==> config.mk <==
export PLATFORM = sky130hd
export DESIGN_NAME = jk_edge_driver_flat
export DESIGN_NICKNAME = d
export VERILOG_FILES = /design/src/rtl/jk_edge_driver_if.sv /design/src/rtl/jk_edge_driver.sv /design/src/flat_wrapper.sv
export SDC_FILE = /design/constraint.sdc
export NUM_CORES = 1
export LEC_CHECK = 0
export BUFFER_PORTS_ARGS = -buffer_cell sky130_fd_sc_hd__buf_4
export CORE_AREA = 4 4 76 71
export DETAILED_ROUTE_END_ITERATION = 8
export DIE_AREA = 0 0 80 75
export SKIP_LAST_GASP = 1
export SLEW_MARGIN = 20
export SYNTH_ARGS = -nofsm -noshare
export SYNTH_HDL_FRONTEND = slang
export SYNTH_SLANG_ARGS = --single-unit
==> constraint.sdc <==
create_clock -name clock -period 1.5 [get_ports clock]
set_input_delay 0.15 -clock clock [delete_from_list [all_inputs] [get_ports clock]]
set_output_delay 0.15 -clock clock [all_outputs]
set_load 0.05 [all_outputs]
==> src/rtl/jk_edge_driver_if.sv <==
// rtl/jk_edge_driver_if.sv - raw request inputs and JK command outputs of jk_edge_driver
interface jk_edge_driver_if;
  logic       set_in;
  logic       clr_in;
  logic       tog_in;
  logic       J;
  logic       K;
  logic       E;
  logic [2:0] stable;
  logic [7:0] cmd_count;

  // Side that drives the raw requests and observes the JK commands
  modport master (
    output set_in,
    output clr_in,
    output tog_in,
    input  J,
    input  K,
    input  E,
    input  stable,
    input  cmd_count
  );

  // The driver itself
  modport slave (
    input  set_in,
    input  clr_in,
    input  tog_in,
    output J,
    output K,
    output E,
    output stable,
    output cmd_count
  );
endinterface

==> src/rtl/jk_edge_driver.sv <==
// rtl/jk_edge_driver.sv - debounced set/clr/tog requests turned into JK flip-flop command strobes
module jk_edge_driver #(
  parameter int DEBOUNCE_CYCLES = 4,
  parameter int CNT_W           = 8
) (
  input  logic           clock,
  input  logic           reset,
  jk_edge_driver_if.slave bus
);

  // Channel order everywhere is {tog, clr, set}, bit 0 = set.
  localparam logic [CNT_W-1:0] CNT_MAX = CNT_W'(DEBOUNCE_CYCLES - 1);

  logic [2:0]            sync1_q,  sync1_d;
  logic [2:0]            sync2_q,  sync2_d;
  logic [2:0]            stable_q, stable_d;
  logic [2:0][CNT_W-1:0] cnt_q,    cnt_d;
  // Channels whose stable level rose on the previous edge; the strobe follows one edge later.
  logic [2:0]            rise_q,   rise_d;
  logic                  e_q,      e_d;
  logic                  j_q,      j_d;
  logic                  k_q,      k_d;
  logic [7:0]            cmd_count_q, cmd_count_d;

  // Synchronise, debounce each channel, detect stable rises and build the merged JK strobe
  always_comb begin
    sync1_d     = {bus.tog_in, bus.clr_in, bus.set_in};
    sync2_d     = sync1_q;
    stable_d    = stable_q;
    cnt_d       = cnt_q;

    for (int ch = 0; ch < 3; ch++) begin
      if (sync2_q[ch] != stable_q[ch]) begin
        if (cnt_q[ch] == CNT_MAX) begin
          stable_d[ch] = sync2_q[ch];
          cnt_d[ch]    = '0;
        end else begin
          cnt_d[ch]    = cnt_q[ch] + CNT_W'(1);
        end
      end else begin
        cnt_d[ch] = '0;
      end
    end

    // Only 0->1 stable transitions count as events; falling edges are silent.
    rise_d      = stable_d & ~stable_q;

    // set+clr or anything with tog merges into J=K=1 (toggle).
    e_d         = |rise_q;
    j_d         = rise_q[0] | rise_q[2];
    k_d         = rise_q[1] | rise_q[2];
    cmd_count_d = cmd_count_q + {7'b0, e_d};
  end

  // State register; reset wins over any transition or strobe due on the same edge
  always_ff @(posedge clock) begin
    if (reset) begin
      sync1_q     <= '0;
      sync2_q     <= '0;
      stable_q    <= '0;
      cnt_q       <= '0;
      rise_q      <= '0;
      e_q         <= 1'b0;
      j_q         <= 1'b0;
      k_q         <= 1'b0;
      cmd_count_q <= '0;
    end else begin
      sync1_q     <= sync1_d;
      sync2_q     <= sync2_d;
      stable_q    <= stable_d;
      cnt_q       <= cnt_d;
      rise_q      <= rise_d;
      e_q         <= e_d;
      j_q         <= j_d;
      k_q         <= k_d;
      cmd_count_q <= cmd_count_d;
    end
  end

  assign bus.J         = j_q;
  assign bus.K         = k_q;
  assign bus.E         = e_q;
  assign bus.stable    = stable_q;
  assign bus.cmd_count = cmd_count_q;

endmodule

==> src/flat_wrapper.sv <==
// flat-port wrapper written by rule: the top's interface ports become plain ports
module jk_edge_driver_flat 
#(
  parameter int DEBOUNCE_CYCLES = 4,
  parameter int CNT_W           = 8
)
  (clock, reset, bus_set_in, bus_clr_in, bus_tog_in, bus_J, bus_K, bus_E, bus_stable, bus_cmd_count);
  jk_edge_driver_if bus_i ();
  input  logic clock;
  input  logic reset;
  input wire logic [$bits(bus_i.set_in)-1:0] bus_set_in;
  input wire logic [$bits(bus_i.clr_in)-1:0] bus_clr_in;
  input wire logic [$bits(bus_i.tog_in)-1:0] bus_tog_in;
  output wire logic [$bits(bus_i.J)-1:0] bus_J;
  output wire logic [$bits(bus_i.K)-1:0] bus_K;
  output wire logic [$bits(bus_i.E)-1:0] bus_E;
  output wire logic [$bits(bus_i.stable)-1:0] bus_stable;
  output wire logic [$bits(bus_i.cmd_count)-1:0] bus_cmd_count;
  assign bus_i.set_in = bus_set_in;
  assign bus_i.clr_in = bus_clr_in;
  assign bus_i.tog_in = bus_tog_in;
  assign bus_J = bus_i.J;
  assign bus_K = bus_i.K;
  assign bus_E = bus_i.E;
  assign bus_stable = bus_i.stable;
  assign bus_cmd_count = bus_i.cmd_count;
  jk_edge_driver #(.DEBOUNCE_CYCLES(DEBOUNCE_CYCLES), .CNT_W(CNT_W)) u_core (.clock(clock), .reset(reset), .bus(bus_i));
endmodule
==> results of run 1 <==
metrics by stage:
stage,hold WS [ns],utilization [%],worst slack (ns),setup TNS [ns]
2_1_floorplan,0.278,-,0.00409,0
3_3_place_gp,0.362,46.3,-0.0256,-0.0256
5_1_grt,0.0420,49.9,-0.0613,-0.129
3_5_place_dp,0.365,46.3,-0.0636,-0.133
4_1_cts,0.0437,49.0,0.0141,0
6_report,0.0563,49.9,0.00457,0
power groups by stage:
stage,Clock [W],Sequential [W],Combinational [W]
floorplan,0,0.00129,0.0000296
finish,0.000925,0.00126,0.0000461
detailed placement,0,0.00129,0.0000467
global placement,0,0.00129,0.0000463
CTS,0.000958,0.00126,0.0000467
global route,0.00100,0.00126,0.0000527
state kept, by name, indices dropped and copies added, names as in the netlist:
name,cells
u_core.bus.E,1
u_core.bus.J,1
u_core.bus.K,1
u_core.bus.cmd_count,8
u_core.bus.stable,3
u_core.cnt_q,24
u_core.rise_q,3
u_core.sync1_q,3
u_core.sync2_q,3
synthesized netlist by cell type, drive strengths merged (3+ instances only):
cell type / instances / area (um^2)
xnor2: 7 / 61.3
ha: 5 / 62.6
nand2: 9 / 33.8
nor2b: 8 / 50.1
a21oi: 15 / 75.1
nand3: 13 / 65.1
xor2: 8 / 70.1
nor2: 21 / 78.8
nor3: 3 / 15.0
dfxtp: 47 / 941
or3: 15 / 93.8
o21ai: 12 / 60.1
or4: 4 / 37.5
inv: 6 / 22.5
routing by layer:
metal  routed length, um  GRT usage (%)  up-vias  part of all wire [%]
li1                    -              -      748                     -
met1                1580           15.1      646                    48
met2                1530           19.6       21                    46
met3                 144           3.71        4                   4.4
met4                  48           6.57        0                   1.5
met5                   0              0        -                     0
final timing paths:
kind / start / to / slack, ns / cells after the start
setup / recovery: u_core.rise_q[1] / u_core.bus.cmd_count[2] / 0.005 / 6
hold / removal: bus_clr_in / u_core.sync1_q[1] / 0.06 / 2
hold reg to reg: u_core.sync1_q[0] / u_core.sync2_q[0] / 0.44 / 1
setup reg to reg: u_core.rise_q[1] / u_core.bus.cmd_count[2] / 0.005 / 6
kinds of logic after synthesis:
| group | Yosys count |
|---|---|
| AND/OR/NAND/NOR | 82 |
| flip-flops | 47 |
| adder cells (fa/ha/maj) | 5 |
| buffers and inverters | 8 |
| XOR/XNOR | 15 |
| AO/OA/AOI/OAI | 33 |
layout make-up:
type	count	area (um^2)
Sequential cell	47	955
Multi-Input combinational cell	135	888
Timing Repair Buffer	37	278
Clock inverter	3	43.8
Tap cell	65	81.3
Clock buffer	5	68.8
Inverter	6	22.5
Fill cell	475	2350
critical path, stage by stage (launching register included):
cell and delay [ns]:
dfxtp_1 0.32, or3_4 0.40, ha_4 0.19, ha_4 0.15
buf_4 0.13, xnor2_1 0.15, nor2_1 0.05
timing repair:
action	CTS	global route
pin swaps	0	2
resized for setup	4	10
endpoints found under the setup margin	8	14
gates cloned	0	0
==> results.rst, run 1 <==
.. list-table::
   :header-rows: 1

   * - Metric
     - Value
   * - DRC violation count after routing
     - 0
   * - Latest clock arrival within the worst-skew pair
     - 0.30 ns
   * - Total Wirelength
     - 3.30 mm
   * - Pleak
     - 0.868 nW
   * - Final Critical Period
     - 1.50 ns
   * - Number of standard cells in the final layout excluding fillers
     - 298
   * - Unrepaired setup endpoints after global routing
     - true
   * - Via/cell ratio
     - 4.76
   * - Area fraction in compound gates after synthesis
     - 10.7%
   * - Cell Area, Synth
     - 1810 um^2
   * - Worst Path Required
     - 1.69 ns
   * - Average footprint of a synthesized cell
     - 9.55 um^2
   * - Min-Delay Path Class
     - input port to register
   * - Actual slew at the worst max-slew pin
     - 0.275 ns
   * - GRT Overall Usage
     - 12.3%
   * - Worst-case clock buffer depth
     - 2
   * - Number of max-cap violations
     - 0
   * - Net switching power figure
     - 0.000458 W
   * - Share of the cycle needed by the critical path after routing
     - 99.7%
   * - Count of standard-cell rows
     - 24
   * - Data arrival time at the worst-slack endpoint
     - 1.69 ns
   * - Area enclosed by the die boundary
     - 6000 um^2
   * - Post-Place Cells
     - 290
   * - Total core area
     - 4680 um^2
   * - Max Transition Viols Final
     - 0
   * - Largest clock skew in the final design
     - 0.00725 ns
   * - Initial core utilization
     - 38.7%
   * - Simple-gate share of the synthesized area
     - 24.3%
   * - Buffer type at the clock tree root
     - clkbuf_8
   * - Pwr Density
     - 954 nW/um^2
   * - Maximum level of the CTS H-tree
     - 2
   * - Area share of xor/xnor cells in the synthesized design
     - 7.24%
   * - Warning count from the yosys run
     - 0
   * - Setup fix buffers added after clock tree synthesis
     - 0
   * - FF+latch count, synth
     - 47
   * - Most used cells in the layout excluding fill and tap cells
     - dfxtp_1 (38), buf_4 (37), nor2_1 (21)
   * - Antenna Nets Post-Route
     - 0
   * - IO buf count
     - 18
   * - Final number of setup-violating endpoints
     - 0
   * - Final instance area
     - 2340 um^2
   * - Post-detailed-placement cell area
     - 2170 um^2
   * - Asr flop ratio synth
     - 0%
   * - Net count, final
     - 242
   * - Wire length of the first global-routing pass
     - 5.72 mm
   * - Proportion of layout cells with a drive suffix above 1
     - 30.5%
   * - Gr ovfl total
     - 0
   * - Status
     - finished clean
   * - Placed wire-length estimate after detailed placement
     - 2.32 mm
   * - Number of global-route vias before repair
     - 1334
   * - Share of the yosys chip area belonging to registers
     - 51.9%
   * - Main combinational cell family by area after synthesis
     - simple AND/OR/NAND/NOR gates
   * - Worst-path maximum fanout
     - 3
   * - Area overhead of the layout relative to synthesis
     - 28.8%
   * - Adder-Cell Fraction of Synth Area
     - 3.45%
   * - Initial DRT Pass Iterations
     - 4
   * - Achievable clock frequency
     - 669 MHz
   * - Kind of critical path
     - register to register
   * - Final Wtd Congestion
     - 0.762
   * - Synthesized instance count
     - 190
   * - TritonCTS Buffers
     - 5
   * - Number of vias in the routed layout
     - 1419
   * - Most common cell after layout, fill and taps aside
     - dfxtp_1
   * - Largest net degree at the start of global routing
     - 25
   * - Hold-fix buffer count after cts
     - 0
   * - Max_slew headroom
     - 81.4%
   * - Initial antenna violation count
     - 0
   * - Clock sinks
     - 47
   * - Top-Level Pins
     - 19
   * - Net switching fraction of the power
     - 20.5%
   * - Critical path startpoint category
     - register
   * - Post-synth EDFFs
     - 0
   * - Die W
     - 80 um
   * - Internal Power
     - 0.00177 W
   * - Register clock-pin slew on the reported worst setup and hold paths
     - 0.09 ns
   * - Maximum ir drop on the vdd rail
     - 0.000641 V
   * - Diodes inserted
     - 0
   * - Dominant synthesized flop cell
     - dfxtp_1
   * - Post-synthesis net count
     - 200
   * - PnR Total Power
     - 0.00223 W
   * - Per-cell routed wire length
     - 11.1 um
   * - Clock tree from TritonCTS
     - done
   * - Part of the total power dissipated in combinational logic
     - 2.1%
   * - Proportion of power drawn by the clock network
     - 41.5%
   * - Proportion of synthesized area in mux cells
     - 0%
   * - Sequential share of power
     - 56.4%
   * - Hold Violations, Final
     - 0
   * - Library cells used by synthesis
     - 26
   * - Kind of end point of the critical path
     - register
   * - Die Ht
     - 75 um
   * - First DRT Iteration DRCs
     - 45
Power figures use the tool's default switching activity.
==> run 2: changes to the inputs <==
- CORE_AREA: 4 4 76 71 -> 4 4 68 64
- DIE_AREA: 0 0 80 75 -> 0 0 72 68
- PLACE_DENSITY: unset -> 0.72
- SLEW_MARGIN: 20 -> 40
==> run 2 against run 1 <==
  * The run now ends with setup timing left
  * Sequential cell count unchanged
  * Register-to-register slack about the same
  * Highest routed layer unchanged
  * Critical path depth is the same
  * Clock skew fell by 0.0012 ns
  * Via count decreased by 0.28%
==> results.rst, run 2 (same netlist as run 1, synthesis figures left out) <==
.. list-table::
   :header-rows: 1

   * - Metric
     - Value
   * - Status
     - finished with violations (was finished clean)
   * - Violated checks
     - setup timing
   * - Startpoint of the tightest hold check path
     - bus_set_in (was bus_clr_in)
   * - Number of max-cap violations
     - 0 (unchanged)
   * - Initial core utilization
     - 50.0% (was 38.7%)
   * - Max Transition Viols Final
     - 0 (unchanged)
   * - Area overhead of the layout relative to synthesis
     - 26.1% (was 28.8%)
   * - First DRT Iteration DRCs
     - 47 (was 45)
   * - Register clock-pin slew on the reported worst setup and hold paths
     - 0.08 ns (was 0.09 ns)
   * - Maximum level of the CTS H-tree
     - 2 (unchanged)
   * - Kind of critical path
     - register to register (unchanged)
   * - Number of global-route vias before repair
     - 1367 (was 1334)
   * - DRC violation count after routing
     - 0 (unchanged)
   * - Number of standard cells in the final layout excluding fillers
     - 278 (was 298)
   * - Placed wire-length estimate after detailed placement
     - 2.32 mm (about the same)
   * - Min-Delay Path Class
     - input port to register (unchanged)
   * - Most common cell after layout, fill and taps aside
     - dfxtp_1 (unchanged)
   * - Latest clock arrival within the worst-skew pair
     - 0.29 ns (was 0.30 ns)
   * - Top metal layer carrying routed signals
     - met4 (unchanged)
   * - Launching element of the worst setup path
     - u_core.rise_q[2] (was u_core.rise_q[1])
   * - Initial antenna violation count
     - 0 (unchanged)
   * - Number of vias in the routed layout
     - 1415 (was 1419)
   * - Final Wtd Congestion
     - 0.789 (was 0.762)
   * - Flip-flop count of the largest register after layout
     - 24 (unchanged)
   * - Wire length of the first global-routing pass
     - 5.51 mm (was 5.72 mm)
   * - Smallest hold slack
     - 0.0614 ns (was 0.0563 ns)
   * - Maximum ir drop on the vdd rail
     - 0.000751 V (was 0.000641 V)
   * - Proportion of layout cells with a drive suffix above 1
     - 29.3% (was 30.5%)
   * - GRT Overall Usage
     - 14.4% (was 12.3%)
   * - Die Ht
     - 68 um (was 75 um)
   * - Total Wirelength
     - 3.20 mm (was 3.30 mm)
   * - Worst-case clock buffer depth
     - 2 (unchanged)
   * - Worst Path Required
     - 1.67 ns (was 1.69 ns)
   * - Via/cell ratio
     - 5.09 (was 4.76)
   * - Largest clock skew in the final design
     - 0.00600 ns (was 0.00725 ns)
   * - Area enclosed by the die boundary
     - 4900 um^2 (was 6000 um^2)
   * - Total Neg Setup Slack
     - -0.00191 ns (was 0 ns)
   * - Gr ovfl total
     - 0 (unchanged)
   * - Worst-path maximum fanout
     - 3 (unchanged)
   * - Critical R2R Capture
     - u_core.bus.cmd_count[2] (unchanged)
   * - Pleak
     - 0.853 nW (was 0.868 nW)
   * - Cells on worst reg2reg path
     - 6 (unchanged)
   * - Length of routed met3 wiring
     - 109 um (was 144 um)
   * - TritonCTS Buffers
     - 5 (unchanged)
   * - Die W
     - 72 um (was 80 um)
   * - Initial DRT Pass Iterations
     - 4 (unchanged)
   * - Final Critical Period
     - 1.50 ns (about the same)
   * - Antenna Nets Post-Route
     - 0 (unchanged)
   * - Delay of the slowest critical-path stage
     - 0.40 ns (about the same)
   * - Max_slew headroom
     - 73.5% (was 81.4%)
   * - Post-Place Cells
     - 270 (was 290)
   * - Sequential cell area
     - 955 um^2 (unchanged)
   * - Count of standard-cell rows
     - 21 (was 24)
   * - Met2 Routed Length
     - 1.55 mm (was 1.53 mm)
   * - Max stage delay cell, worst path
     - or3_4 (unchanged)
   * - Actual slew at the worst max-slew pin
     - 0.391 ns (was 0.275 ns)
   * - Hold EP
     - u_core.sync1_q[0] (was u_core.sync1_q[1])
   * - Met1 wire length
     - 1.51 mm (was 1.58 mm)
   * - Net count, final
     - 241 (was 242)
   * - Final number of setup-violating endpoints
     - 1 (was 0)
   * - Hold Violations, Final
     - 0 (unchanged)
   * - Unrepaired setup endpoints after global routing
     - true (unchanged)
   * - Clock sinks
     - 47 (unchanged)
   * - Share of the cycle needed by the critical path after routing
     - 100% (was 99.7%)
   * - Biggest register
     - u_core.cnt_q (unchanged)
   * - RR Startpoint
     - u_core.rise_q[2] (was u_core.rise_q[1])
   * - Critical path startpoint category
     - register (unchanged)
   * - Diodes inserted
     - 0 (unchanged)
   * - Kind of end point of the critical path
     - register (unchanged)
   * - Post-route worst setup slack
     - -0.00191 ns (was 0.00457 ns)
   * - Total core area
     - 3630 um^2 (was 4680 um^2)
   * - Clock tree from TritonCTS
     - done (unchanged)
   * - Footprint of the multi-input gates
     - 887 um^2 (was 888 um^2)
   * - Internal reg-to-reg setup slack
     - -0.002 ns (was 0.005 ns)
   * - Most used cells in the layout excluding fill and tap cells
     - dfxtp_1 (38), buf_4 (35), nor2_1 (21) (was dfxtp_1 (38), buf_4 (37), nor2_1 (21))
   * - Top-Level Pins
     - 19 (unchanged)
   * - Utilization after layout
     - 63.1% (was 49.9%)
   * - Crit-path cells
     - or3_4 -> ha_4 -> ha_4 -> buf_6 -> xnor2_2 -> nor2_1 (was or3_4 -> ha_4 -> ha_4 -> buf_4 -> xnor2_1 -> nor2_1)
   * - Cell type with the highest occurrence count on the critical path
     - ha_4 (unchanged)
   * - Pwr Density
     - 899 nW/um^2 (was 954 nW/um^2)
   * - Achievable clock frequency
     - 666 MHz (was 669 MHz)
   * - Per-cell routed wire length
     - 11.5 um (was 11.1 um)
   * - Buffer type at the clock tree root
     - clkbuf_8 (unchanged)
   * - IO buf count
     - 18 (unchanged)
   * - Largest net degree at the start of global routing
     - 25 (unchanged)
   * - Hold-critical path depth
     - 2 (unchanged)
   * - Fillcell total
     - 309 (was 475)
   * - Data arrival time at the worst-slack endpoint
     - 1.67 ns (was 1.69 ns)
-- run 2: cell count changes in the layout (fill, tap and decap cells not counted), sizes merged --
cell and change:
clkbuf +2, buf -1, clkinv -1, bufinv -1
-- run 2: layer usage --
layer  vias up  global-route usage (%)
li1        746                       -
met1       649                    16.5
met2        16                    25.5
met3         4                    4.11
met4         0                    5.87
met5         -                       0
-- run 2: timing repair --
item                                    CTS  global route
gates cloned                              0             0
pin swaps                                 1             5
setup buffers                             0             0
endpoints found under the setup margin    5            14
hold buffers                              0             0
resized for setup                         5             9
-- run 2: stage by stage --
stage / worst slack, ns / instance area, um^2 / power, W
after detailed placement: -0.0503 / 2140 / 0.00133
after global placement: -0.0124 / 2140 / 0.00133
after floorplan: 0.00409 / 1830 / 0.00132
after global routing: -0.0439 / 2290 / 0.00215
final: -0.00191 / 2290 / 0.00206
after CTS: -0.0395 / 2250 / 0.00208
-- run 2: how the worst max path moves through the flow --
| stage | to | depth (start not counted) |
|---|---|---|
| 5_1_grt | u_core.bus.cmd_count[2] | 6 |
| 4_1_cts | u_core.bus.cmd_count[2] | 6 |
| 2_1_floorplan | u_core.bus.stable[0] | 4 |
| 3_5_place_dp | u_core.bus.cmd_count[4] | 6 |
| 6_report | u_core.bus.cmd_count[2] | 6 |
| 3_3_place_gp | u_core.bus.cmd_count[4] | 6 |
-- run 2: area by class of cell --
type                       instances  share of cell area [%]
clock buffer                       7                    3.77
clock inverter                     1                   0.219
inverter                           6                   0.985
multi-input combinational        135                    38.8
sequential                        47                    41.7
tap                               46                    2.52
timing repair buffer              36                    12.0
-- run 2: report_power, final --
group,switching [W],internal [W],leakage (nW)
Clock,0.000379,0.000372,0.0482
Sequential,0.00000463,0.00125,0.385
Combinational,0.0000240,0.0000218,0.420
Total,0.000407,0.00165,0.853
-- run 2: critical path, delay by kind of cell, from the launching register on --
kind | cells | cell delay, ns
xor+xnor | 1 | 0.13
fa+ha+maj | 2 | 0.35
buf+inv | 1 | 0.11
flops | 1 | 0.33
simple gates | 2 | 0.46
==> run 3: changes to the inputs <==
- CORE_AREA: 4 4 68 64 -> 4 4 67 62
- CTS_BUF_LIST: unset -> sky130_fd_sc_hd__clkbuf_8
- DIE_AREA: 0 0 72 68 -> 0 0 71 66
- PLACE_DENSITY: 0.72 -> 0.75
- TNS_END_PERCENT: unset -> 50
==> run 3 against run 2 <==
  * The flow now finishes without violations
  * Worst hold slack gained 0.012 ns
  * Critical path depth is the same
  * Register-to-register slack gained 0.02 ns
  * Sequential cell count is the same
  * Sequential share of layout area grew 1.4 points
  * Fmax grew 1.2%
  * Die area shrank 4.3%
  * Final cell count shrank 4.0%
  * Critical endpoint unchanged
==> results.rst, run 3 (same netlist as run 1, synthesis figures left out) <==
.. list-table::
   :header-rows: 1

   * - Metric
     - Value
   * - Status
     - finished clean (was finished with violations)
   * - Die W
     - 71 um (was 72 um)
   * - Crit-path cells
     - or3_4 -> ha_4 -> ha_4 -> buf_4 -> xnor2_2 -> nor2_1 (was or3_4 -> ha_4 -> ha_4 -> buf_6 -> xnor2_2 -> nor2_1)
   * - Cells on worst reg2reg path
     - 6 (unchanged)
   * - PnR Total Power
     - 0.00198 W (was 0.00206 W)
   * - Part of the total power dissipated in combinational logic
     - 2.1% (was 2.2%)
   * - Clock tree from TritonCTS
     - done (unchanged)
   * - Buffer type at the clock tree root
     - clkbuf_8 (unchanged)
   * - Worst Path Required
     - 1.72 ns (was 1.67 ns)
   * - Latest clock arrival within the worst-skew pair
     - 0.29 ns (about the same)
   * - Footprint of the multi-input gates
     - 893 um^2 (was 887 um^2)
   * - Achievable clock frequency
     - 674 MHz (was 666 MHz)
   * - Most used cells in the layout excluding fill and tap cells
     - dfxtp_1 (38), buf_4 (28), nor2_1 (21) (was dfxtp_1 (38), buf_4 (35), nor2_1 (21))
   * - Sequential cell area
     - 955 um^2 (unchanged)
   * - Internal Power
     - 0.00158 W (was 0.00165 W)
   * - Hold-critical path depth
     - 2 (unchanged)
   * - Max_slew headroom
     - 77.2% (was 73.5%)
   * - Kind of critical path
     - register to register (unchanged)
   * - Critical path startpoint category
     - register (unchanged)
   * - Initial DRT Pass Iterations
     - 4 (unchanged)
   * - GRT Overall Usage
     - 16.6% (was 14.4%)
   * - Utilization after layout
     - 65.0% (was 63.1%)
   * - TritonCTS Buffers
     - 5 (unchanged)
   * - Register clock-pin slew on the reported worst setup and hold paths
     - 0.08 ns (about the same)
   * - DRC violation count after routing
     - 0 (unchanged)
   * - Count of standard-cell rows
     - 20 (was 21)
   * - Cell family with most CP delay
     - simple AND/OR/NAND/NOR gates (unchanged)
   * - Largest clock skew in the final design
     - 0.00418 ns (was 0.00600 ns)
   * - Pleak
     - 0.818 nW (was 0.853 nW)
   * - Proportion of layout cells with a drive suffix above 1
     - 25.1% (was 29.3%)
   * - Maximum ir drop on the vdd rail
     - 0.000668 V (was 0.000751 V)
   * - Share of the cycle needed by the critical path after routing
     - 98.9% (was 100%)
   * - Via/cell ratio
     - 5.37 (was 5.09)
   * - Hold Violations, Final
     - 0 (unchanged)
   * - Data arrival time at the worst-slack endpoint
     - 1.71 ns (was 1.67 ns)
   * - Total Wirelength
     - 3.46 mm (was 3.20 mm)
   * - Final Wtd Congestion
     - 0.793 (was 0.789)
   * - Max stage delay cell, worst path
     - or3_4 (unchanged)
   * - Pwr Density
     - 894 nW/um^2 (was 899 nW/um^2)
   * - Die Ht
     - 66 um (was 68 um)
   * - Kind of end point of the critical path
     - register (unchanged)
   * - Worst-path maximum fanout
     - 3 (unchanged)
   * - Max Transition Viols Final
     - 0 (unchanged)
   * - RR Startpoint
     - u_core.rise_q[0] (was u_core.rise_q[2])
   * - Pre-CTS setup slack
     - -0.0861 ns (was -0.0503 ns)
   * - Diodes inserted
     - 0 (unchanged)
   * - Delay of the slowest critical-path stage
     - 0.40 ns (about the same)
   * - IO buf count
     - 18 (unchanged)
   * - Setup fix buffers added after clock tree synthesis
     - 0 (unchanged)
   * - Per-cell routed wire length
     - 13.0 um (was 11.5 um)
   * - Gr ovfl total
     - 0 (unchanged)
   * - Initial core utilization
     - 53.3% (was 50.0%)
   * - Maximum level of the CTS H-tree
     - 2 (unchanged)
   * - Startpoint of the tightest hold check path
     - bus_clr_in (was bus_set_in)
   * - Min-Delay Path Class
     - input port to register (unchanged)
   * - Antenna Nets Post-Route
     - 0 (unchanged)
   * - Biggest register
     - u_core.cnt_q (unchanged)
   * - Most common cell after layout, fill and taps aside
     - dfxtp_1 (unchanged)
   * - Fillcell total
     - 285 (was 309)
   * - Proportion of power drawn by the clock network
     - 34.2% (was 36.5%)
   * - Net switching fraction of the power
     - 20.2% (was 19.8%)
   * - Total core area
     - 3400 um^2 (was 3630 um^2)
   * - Final Critical Period
     - 1.48 ns (was 1.50 ns)
   * - Net count, final
     - 233 (was 241)
   * - Net switching power figure
     - 0.000399 W (was 0.000407 W)
   * - Cell type with the highest occurrence count on the critical path
     - ha_4 (unchanged)
   * - First DRT Iteration DRCs
     - 108 (was 47)
   * - Number of global-route vias before repair
     - 1444 (was 1367)
   * - Worst-case clock buffer depth
     - 2 (unchanged)
   * - Initial antenna violation count
     - 0 (unchanged)
   * - Placed wire-length estimate after detailed placement
     - 2.50 mm (was 2.32 mm)
   * - Flip-flop count of the largest register after layout
     - 24 (unchanged)
   * - Sequential share of power
     - 63.7% (was 61.3%)
   * - Clock sinks
     - 47 (unchanged)
   * - Largest net degree at the start of global routing
     - 25 (unchanged)
   * - Actual slew at the worst max-slew pin
     - 0.341 ns (was 0.391 ns)
   * - Post-route worst setup slack
     - 0.0162 ns (was -0.00191 ns)
   * - Critical R2R Capture
     - u_core.bus.cmd_count[2] (unchanged)
   * - Internal reg-to-reg setup slack
     - 0.02 ns (was -0.002 ns)
   * - Top-Level Pins
     - 19 (unchanged)
   * - Number of vias in the routed layout
     - 1435 (was 1415)
   * - Area enclosed by the die boundary
     - 4690 um^2 (was 4900 um^2)
   * - Area overhead of the layout relative to synthesis
     - 21.9% (was 26.1%)
   * - Wire length of the first global-routing pass
     - 6.19 mm (was 5.51 mm)
   * - Buf/Inv on CP
     - 1 (unchanged)
   * - Hold EP
     - u_core.sync1_q[1] (was u_core.sync1_q[0])
   * - Unrepaired setup endpoints after global routing
     - true (unchanged)
   * - Final number of setup-violating endpoints
     - 0 (was 1)
   * - Number of max-cap violations
     - 0 (unchanged)
-- run 3: worst reg2reg max path, delay by kind of cell, from the launching register on --
kind	cells	cell delay (ns)
XOR/XNOR	1	0.11
buffers and inverters	1	0.13
AND/OR/NAND/NOR	2	0.51
flip-flops	1	0.32
adder cells (fa/ha/maj)	2	0.34
-- run 3: cell type report --
cell class              count  area share [%]
flip-flops and latches     47            43.2
multi-input cells         135            40.4
repair buffers             28            9.50
well taps                  44            2.49
clock inverters             2           0.339
inverters                   6            1.02
clock buffers               5            3.11
-- run 3: worst max path at each step --
stage | from | end | slack, ns | depth (start not counted)
3_5_place_dp | u_core.rise_q[1] | u_core.bus.cmd_count[4] | -0.09 | 6
6_report | u_core.rise_q[0] | u_core.bus.cmd_count[2] | 0.02 | 6
5_1_grt | u_core.rise_q[0] | u_core.bus.cmd_count[2] | -0.04 | 6
2_1_floorplan | u_core.cnt_q[0] | u_core.bus.stable[0] | -0.003 | 4
4_1_cts | u_core.rise_q[1] | u_core.bus.cmd_count[2] | 0.0007 | 6
3_3_place_gp | u_core.rise_q[1] | u_core.bus.cmd_count[4] | -0.01 | 6
-- run 3: power by group through the flow --
stage | clock network, W | logic, W | registers, W
2_1_floorplan | 0 | 0.0000295 | 0.00129
3_3_place_gp | 0 | 0.0000387 | 0.00129
3_5_place_dp | 0 | 0.0000410 | 0.00129
4_1_cts | 0.000698 | 0.0000426 | 0.00126
5_1_grt | 0.000754 | 0.0000476 | 0.00126
6_report | 0.000676 | 0.0000423 | 0.00126
-- run 3: what timing repair did --
item / CTS / global route
hold buffers: 0 / 0
gates resized for setup: 7 / 7
pin swaps: 0 / 3
setup endpoints to repair: 12 / 19
-- run 3: per-layer routing --
layer / part of all wire, % / wire length, um / GRT usage (%) / up-vias
met5: 0 / 0 / 0 / -
met4: 1.4 / 47 / 7.28 / 0
met3: 4.9 / 169 / 3.95 / 6
met2: 51 / 1770 / 30.7 / 37
met1: 43 / 1470 / 18.1 / 662
li1: - / - / - / 730
-- run 3: metrics by stage --
step	setup TNS (ns)	cell area [um^2]	hold WS, ns	instances
6_report	0	2210	0.0737	267
5_1_grt	-0.244	2210	0.0809	267
3_3_place_gp	-0.0112	2070	0.360	260
3_5_place_dp	-0.432	2070	0.373	260
2_1_floorplan	-0.00342	1830	0.278	190
4_1_cts	0	2180	0.0673	267
